<file path="src/rtl/reorder_buffer.sv">
// rtl/reorder_buffer.sv - circular in-order reorder buffer with result capture, operand query and commit
//
// Purpose:
//   Allocates one entry per issued instruction at the tail, captures results
//   broadcast by the reservation station (rs*) and load/store buffer (lsb*),
//   answers two combinational operand queries, and retires the head entry in
//   order. A mispredicted branch at the head flushes the whole buffer.
//
// Ports:
//   clockIn, resetIn (sync, active high), readyIn (global enable / hold)
//   issue*           : allocate an entry at tailIndex
//   full, tailIndex  : allocation status
//   query1*/query2*  : operand lookups with same-cycle update bypass
//   rsUpdate*/lsb*   : result broadcasts
//   regCommit*       : register write pulse
//   storeCommit*     : store release pulse
//   clear, clearPc   : mispredict flush pulse and redirect PC

module reorder_buffer #(
    parameter int ROB_WIDTH = 4
) (
    input  logic                 clockIn,
    input  logic                 resetIn,
    input  logic                 readyIn,
    input  logic                 issueValid,
    input  logic [1:0]           issueType,
    input  logic [4:0]           issueDest,
    input  logic [31:0]          issueVal,
    input  logic                 issuePredTaken,
    input  logic [31:0]          issueAltPc,
    output logic                 full,
    output logic [ROB_WIDTH-1:0] tailIndex,
    input  logic [ROB_WIDTH-1:0] query1Index,
    output logic                 query1Ready,
    output logic [31:0]          query1Val,
    input  logic [ROB_WIDTH-1:0] query2Index,
    output logic                 query2Ready,
    output logic [31:0]          query2Val,
    input  logic                 rsUpdate,
    input  logic [ROB_WIDTH-1:0] rsRobIndex,
    input  logic [31:0]          rsUpdateVal,
    input  logic                 lsbUpdate,
    input  logic [ROB_WIDTH-1:0] lsbRobIndex,
    input  logic [31:0]          lsbUpdateVal,
    output logic                 regCommit,
    output logic [4:0]           regCommitDest,
    output logic [31:0]          regCommitVal,
    output logic [ROB_WIDTH-1:0] regCommitRobIndex,
    output logic                 storeCommit,
    output logic [ROB_WIDTH-1:0] storeCommitRobIndex,
    output logic                 clear,
    output logic [31:0]          clearPc
);

    localparam int DEPTH = 1 << ROB_WIDTH;

    localparam logic [1:0] T_REG       = 2'b00;
    localparam logic [1:0] T_STORE     = 2'b01;
    localparam logic [1:0] T_BRANCH    = 2'b10;
    localparam logic [1:0] T_REG_READY = 2'b11;

    localparam logic [ROB_WIDTH:0]   CNT_ONE  = (ROB_WIDTH+1)'(1);
    localparam logic [ROB_WIDTH:0]   CNT_MAX  = (ROB_WIDTH+1)'(DEPTH);
    localparam logic [ROB_WIDTH:0]   CNT_FULL = (ROB_WIDTH+1)'(DEPTH - 1);
    localparam logic [ROB_WIDTH-1:0] IDX_ONE  = ROB_WIDTH'(1);

    // entry storage
    logic [1:0]  type_q  [DEPTH];
    logic [1:0]  type_d  [DEPTH];
    logic [4:0]  dest_q  [DEPTH];
    logic [4:0]  dest_d  [DEPTH];
    logic [31:0] value_q [DEPTH];
    logic [31:0] value_d [DEPTH];
    logic        ready_q [DEPTH];
    logic        ready_d [DEPTH];
    logic        pred_q  [DEPTH];
    logic        pred_d  [DEPTH];
    logic [31:0] alt_pc_q[DEPTH];
    logic [31:0] alt_pc_d[DEPTH];

    // pointers
    logic [ROB_WIDTH-1:0] head_q, head_d;
    logic [ROB_WIDTH-1:0] tail_q, tail_d;
    logic [ROB_WIDTH:0]   count_q, count_d;

    // registered outputs
    logic                 reg_commit_q, reg_commit_d;
    logic [4:0]           reg_commit_dest_q, reg_commit_dest_d;
    logic [31:0]          reg_commit_val_q, reg_commit_val_d;
    logic [ROB_WIDTH-1:0] reg_commit_idx_q, reg_commit_idx_d;
    logic                 store_commit_q, store_commit_d;
    logic [ROB_WIDTH-1:0] store_commit_idx_q, store_commit_idx_d;
    logic                 clear_q, clear_d;
    logic [31:0]          clear_pc_q, clear_pc_d;

    logic commit_fire;
    logic flush;
    logic issue_ok;
    logic rs_ok;
    logic lsb_ok;

    always_comb begin
        // Commit looks only at registered ready, so a result captured this
        // cycle retires no earlier than next cycle.
        commit_fire = readyIn && (count_q != '0) && ready_q[head_q];
        flush       = commit_fire && (type_q[head_q] == T_BRANCH)
                      && (value_q[head_q][0] != pred_q[head_q]);
        // The cycle after a flush (clear_q high) and the flush cycle itself
        // discard all new work.
        issue_ok = readyIn && issueValid && !clear_q && !flush && (count_q != CNT_MAX);
        rs_ok    = readyIn && rsUpdate   && !clear_q && !flush;
        lsb_ok   = readyIn && lsbUpdate  && !clear_q && !flush;
    end

    always_comb begin
        type_d   = type_q;
        dest_d   = dest_q;
        value_d  = value_q;
        ready_d  = ready_q;
        pred_d   = pred_q;
        alt_pc_d = alt_pc_q;
        head_d   = head_q;
        tail_d   = tail_q;
        count_d  = count_q;

        // Pulses drop each enabled cycle; while readyIn is low they hold.
        reg_commit_d       = readyIn ? 1'b0 : reg_commit_q;
        reg_commit_dest_d  = reg_commit_dest_q;
        reg_commit_val_d   = reg_commit_val_q;
        reg_commit_idx_d   = reg_commit_idx_q;
        store_commit_d     = readyIn ? 1'b0 : store_commit_q;
        store_commit_idx_d = store_commit_idx_q;
        clear_d            = readyIn ? 1'b0 : clear_q;
        clear_pc_d         = clear_pc_q;

        if (issue_ok) begin
            type_d[tail_q]   = issueType;
            dest_d[tail_q]   = issueDest;
            value_d[tail_q]  = issueVal;
            ready_d[tail_q]  = (issueType == T_STORE) || (issueType == T_REG_READY);
            pred_d[tail_q]   = issuePredTaken;
            alt_pc_d[tail_q] = issueAltPc;
            tail_d           = tail_q + IDX_ONE;
        end

        // lsb is applied last so it wins a same-index collision
        if (rs_ok) begin
            value_d[rsRobIndex] = rsUpdateVal;
            ready_d[rsRobIndex] = 1'b1;
        end
        if (lsb_ok) begin
            value_d[lsbRobIndex] = lsbUpdateVal;
            ready_d[lsbRobIndex] = 1'b1;
        end

        if (commit_fire) begin
            head_d = head_q + IDX_ONE;
            case (type_q[head_q])
                T_REG, T_REG_READY: begin
                    reg_commit_d      = 1'b1;
                    reg_commit_dest_d = dest_q[head_q];
                    reg_commit_val_d  = value_q[head_q];
                    reg_commit_idx_d  = head_q;
                end
                T_STORE: begin
                    store_commit_d     = 1'b1;
                    store_commit_idx_d = head_q;
                end
                default: begin
                    if (flush) begin
                        clear_d    = 1'b1;
                        clear_pc_d = alt_pc_q[head_q];
                    end
                end
            endcase
        end

        if (issue_ok && !commit_fire) begin
            count_d = count_q + CNT_ONE;
        end else if (!issue_ok && commit_fire) begin
            count_d = count_q - CNT_ONE;
        end

        if (flush) begin
            head_d  = '0;
            tail_d  = '0;
            count_d = '0;
            for (int i = 0; i < DEPTH; i++) begin
                ready_d[i] = 1'b0;
            end
        end
    end

    always_ff @(posedge clockIn) begin
        if (resetIn) begin
            for (int i = 0; i < DEPTH; i++) begin
                type_q[i]   <= '0;
                dest_q[i]   <= '0;
                value_q[i]  <= '0;
                ready_q[i]  <= 1'b0;
                pred_q[i]   <= 1'b0;
                alt_pc_q[i] <= '0;
            end
            head_q             <= '0;
            tail_q             <= '0;
            count_q            <= '0;
            reg_commit_q       <= 1'b0;
            reg_commit_dest_q  <= '0;
            reg_commit_val_q   <= '0;
            reg_commit_idx_q   <= '0;
            store_commit_q     <= 1'b0;
            store_commit_idx_q <= '0;
            clear_q            <= 1'b0;
            clear_pc_q         <= '0;
        end else begin
            type_q             <= type_d;
            dest_q             <= dest_d;
            value_q            <= value_d;
            ready_q            <= ready_d;
            pred_q             <= pred_d;
            alt_pc_q           <= alt_pc_d;
            head_q             <= head_d;
            tail_q             <= tail_d;
            count_q            <= count_d;
            reg_commit_q       <= reg_commit_d;
            reg_commit_dest_q  <= reg_commit_dest_d;
            reg_commit_val_q   <= reg_commit_val_d;
            reg_commit_idx_q   <= reg_commit_idx_d;
            store_commit_q     <= store_commit_d;
            store_commit_idx_q <= store_commit_idx_d;
            clear_q            <= clear_d;
            clear_pc_q         <= clear_pc_d;
        end
    end

    // Operand queries: a broadcast in flight this cycle bypasses storage,
    // with the reservation station taking priority over the lsb.
    always_comb begin
        if (rsUpdate && rsRobIndex == query1Index) begin
            query1Ready = 1'b1;
            query1Val   = rsUpdateVal;
        end else if (lsbUpdate && lsbRobIndex == query1Index) begin
            query1Ready = 1'b1;
            query1Val   = lsbUpdateVal;
        end else begin
            query1Ready = ready_q[query1Index];
            query1Val   = value_q[query1Index];
        end

        if (rsUpdate && rsRobIndex == query2Index) begin
            query2Ready = 1'b1;
            query2Val   = rsUpdateVal;
        end else if (lsbUpdate && lsbRobIndex == query2Index) begin
            query2Ready = 1'b1;
            query2Val   = lsbUpdateVal;
        end else begin
            query2Ready = ready_q[query2Index];
            query2Val   = value_q[query2Index];
        end
    end

    assign full                = (count_q >= CNT_FULL);
    assign tailIndex           = tail_q;
    assign regCommit           = reg_commit_q;
    assign regCommitDest       = reg_commit_dest_q;
    assign regCommitVal        = reg_commit_val_q;
    assign regCommitRobIndex   = reg_commit_idx_q;
    assign storeCommit         = store_commit_q;
    assign storeCommitRobIndex = store_commit_idx_q;
    assign clear               = clear_q;
    assign clearPc             = clear_pc_q;

endmodule

</file>
<file path="config.mk">
export PLATFORM = sky130hd
export DESIGN_NAME = reorder_buffer
export DESIGN_NICKNAME = d
export VERILOG_FILES = /design/src/rtl/reorder_buffer.sv
export SDC_FILE = /design/constraint.sdc
export NUM_CORES = 2
export LEC_CHECK = 0
export ABC_AREA = 0
export BUFFER_PORTS_ARGS = -buffer_cell sky130_fd_sc_hd__buf_2
export CAP_MARGIN = 5
export CELL_PAD_IN_SITES_DETAIL_PLACEMENT = 1
export CELL_PAD_IN_SITES_GLOBAL_PLACEMENT = 2
export CORE_MARGIN = 2
export CORE_UTILIZATION = 40
export DETAILED_ROUTE_END_ITERATION = 8
export HOLD_SLACK_MARGIN = 0.1
export PLACE_DENSITY_LB_ADDON = 0.1
export SKIP_CTS_REPAIR_TIMING = 1
export SLEW_MARGIN = 15
export SYNTH_ARGS = -nofsm -noshare
export SYNTH_HDL_FRONTEND = slang
export SYNTH_SLANG_ARGS = --single-unit
</file>
<file path="constraint.sdc">
create_clock -name clockIn -period 12.3 [get_ports clockIn]
set_input_delay 0.615 -clock clockIn [delete_from_list [all_inputs] [get_ports clockIn]]
set_output_delay 0.615 -clock clockIn [all_outputs]
set_load 0.005 [all_outputs]
</file>
==> impl_results.md <==
- Status: finished, final reports clean
- Nets: 8,059
- Sequential Area: 0.0253 mm^2
- RSZ-0062 raised after global routing: no
- DRT Wirelength: 414,000 um
- Worst R2R Path Depth: 13
- Cell taking the most area after synthesis: dfxtp_1
- Pin count of the biggest net entering global routing: 242
- DP Area: 0.0773 mm^2
- Leading cell type by number of instances after synthesis: nand2_1
- Final worst-path setup slack: 4.97 ns
- Share of layout cells above drive strength 1: 0.198
- Synth warnings: 0
- Main combinational cell family by area after synthesis: compound AO/OA/AOI/OAI gates
- FMAX: 136 MHz
- Adder-cell area share of the yosys netlist: 0.00210
- WHS: 0.0928 ns
- Design Area, Final: 0.0826 mm^2
- Routed WL per cell: 39.4 um
- DRC: 0
- Layout Skew: 0.0244 ns
- Via-to-Cell Ratio: 7.42
- Initial antenna violation count: 48
- Simple-Gate Fraction of Synth Area: 0.132
- Avg Cell Area, Syn: 8.94 um^2
- Xor/xnor cell area share of the yosys netlist: 0.00349
- CTS root buf: clkbuf_16
- Type of the tightest min-delay check: input pin to register
- Post-detail-place hpwl: 218,000 um
- Antenna viol nets, final: 0
- Fin Setup TNS: 0 ns
- Final period util: 0.596
- H-tree depth: 4
- Initial core utilization: 0.403
- Worst Path Required: 13.06 ns
- CTS max path bufs: 3
- Area Growth Syn to Fin: 10.2%
- Synth top cells by count: nand2_1 (1,628), dfxtp_1 (1,261), a21oi_1 (1,135), clkbuf_1 (836), mux4_2 (691)
- Worst hold stages: 3
- Cell Area, Synth: 0.0750 mm^2
- Vias in the first global route: 76,887
- Final Hold Violating Endpoints: 0
- Multi-input gate area: 0.0457 mm^2
- Area share of the largest cell type after synthesis: 0.337
- Initial drt markers: 11,738
- Top FF cell, synth: dfxtp_1
- Worst-skew pair later-pin latency: 0.85 ns
- Synth Net Count: 8,555
- Max_cap viols: 0
- Worst rel slew slack: 0.0891
- Startpoint Class: register
- VDD IR-drop max: 0.110 mV
- Slew @ Worst Pin: 1.37 ns
- Leakage: 25.7 nW
- CTS Buf Count: 156
- TritonRoute pass-1 iters: 9
- Core area: 0.186 mm^2
- Chip width: 437 um
- Post-synth EDFFs: 0
- Sequential area share after synthesis: 0.337
- Ratio of total power to cell area: 125 mW/mm^2
- Port-buffer cells: 308
- # clock sinks: 1,261
- Synth unique cells: 58
- Final setup fails: 0
- Slew Limit Fails: 0
- GPL Wtd Cong: 0.901
- GRT Overall Usage: 0.420
- CTS tree: yes
- Nature of the critical path endpoint: register
- Dpl ws: 5.07 ns
- Largest fanout on the critical path: 142
- Synthesized flop and latch total: 1,261
- Post-synthesis compound-gate area fraction: 0.236
- Clock period minus final worst setup slack: 7.33 ns
- Setup CP Type: register to register
- Syn Inst Count: 8,385
- First-pass GRT wire length: 584,000 um
- Die H: 437 um
- Via Count: 77,974
- # IOs: 309
- Mux contribution to synthesized area: 0.226
- Crit path DAT: 8.09 ns
- Synth top area cells: dfxtp_1 (34%), mux4_2 (21%), nand2_1 (8.2%), a21oi_1 (7.6%), a211oi_1 (5.4%)
- Die Area: 0.191 mm^2
- Clock transition at path regs: 0.06 ns
- Row count: 158
- Share of flip-flops with an asynchronous set or reset: 0
- Filler cells: 20,897
- Total grt overflow: 0
## worst paths after layout
check | start | to | slack (ns)
setup / recovery | head_q[0] | value_q[388] | 4.97
hold / removal | lsbUpdateVal[8] | value_q[72] | 0.09
setup reg to reg | head_q[0] | value_q[388] | 4.97
hold reg to reg | regCommitVal[11] | regCommitVal[11] | 0.45
## logic make-up after synthesis
family | count (synthesis)
multiplexers | 826
AO/OA/AOI/OAI | 2809
XOR/XNOR | 29
buffers and inverters | 1187
adder cells (fa/ha/maj) | 12
AND/OR/NAND/NOR | 2261
flip-flops | 1261
## metrics by stage
stage / std cells / total power (W) / util
after floorplan: 8385 / 0.00504 / -
after global placement: 10205 / 0.00552 / 0.416
after detailed placement: 10206 / 0.00554 / 0.416
after CTS: 10484 / 0.0103 / 0.444
after global routing: 10496 / 0.0106 / 0.444
final: 10513 / 0.0103 / 0.445
## flip-flops by register name, summed over array words and instances (netlist names)
name and flops:
alt_pc_q 512, regCommit 1, clearPc 32, tailIndex 4
regCommitRobIndex 4, dest_q 80, type_q 32, regCommitVal 32
ready_q 16, pred_q 16, storeCommit 1, regCommitDest 5
count_q 5, clear 1, head_q 4, value_q 512
storeCommitRobIndex 4
## area by class of cell
cell class	count	share of cell area
multi-input combinational	5937	0.552
sequential	1261	0.306
clock buffer	240	0.0567
timing repair buffer	502	0.0394
tap	2480	0.0375
clock inverter	38	0.00613
inverter	31	0.00144
antenna	24	0.000727
## metal layers
metal / part of all wire / track usage
met1: 0.37 / 0.519
met4: 0.079 / 0.282
met2: 0.43 / 0.623
met5: 0.00076 / 0.000504
met3: 0.12 / 0.136
## where the power goes
group,internal (W),switching (W)
Clock,0.00278,0.00205
Sequential,0.00415,0.0000699
Combinational,0.000369,0.000927
Total,0.00729,0.00304
## layout by cell type, fill, tap and decap left out, drive strengths merged, types with 3 or more instances in the layout
cell type,n
a21o,16
o22ai,56
ha,11
nor2b,7
dfxtp,1261
or2,53
nor3,24
diode,24
a21oi,1135
a211o,5
o32ai,392
clkinv,25
and2,3
clkbuf,240
buf,500
o211ai,4
nand2b,82
nand4,345
inv,35
or3,3
nand3,33
nand2,1628
mux4,691
xor2,18
bufinv,7
a211oi,537
xnor2,11
o21ai,511
nand3b,3
mux2i,135
a2111oi,17
nor4,7
a221oi,42
o311ai,56
o41ai,13
a31oi,16
nor2,67
## worst max-delay path, cell delays in order (launching register included)
cell,delay [ns]
dfxtp_4,1.05
buf_12,0.70
mux4_2,0.59
mux4_2,0.48
inv_1,0.08
ha_1,0.13
inv_1,0.06
nor4b_4,0.41
buf_12,0.64
buf_4,0.59
a21o_4,0.87
buf_4,0.74
a211oi_1,0.17
o32ai_1,0.30
(Power assumes the default switching activity.)
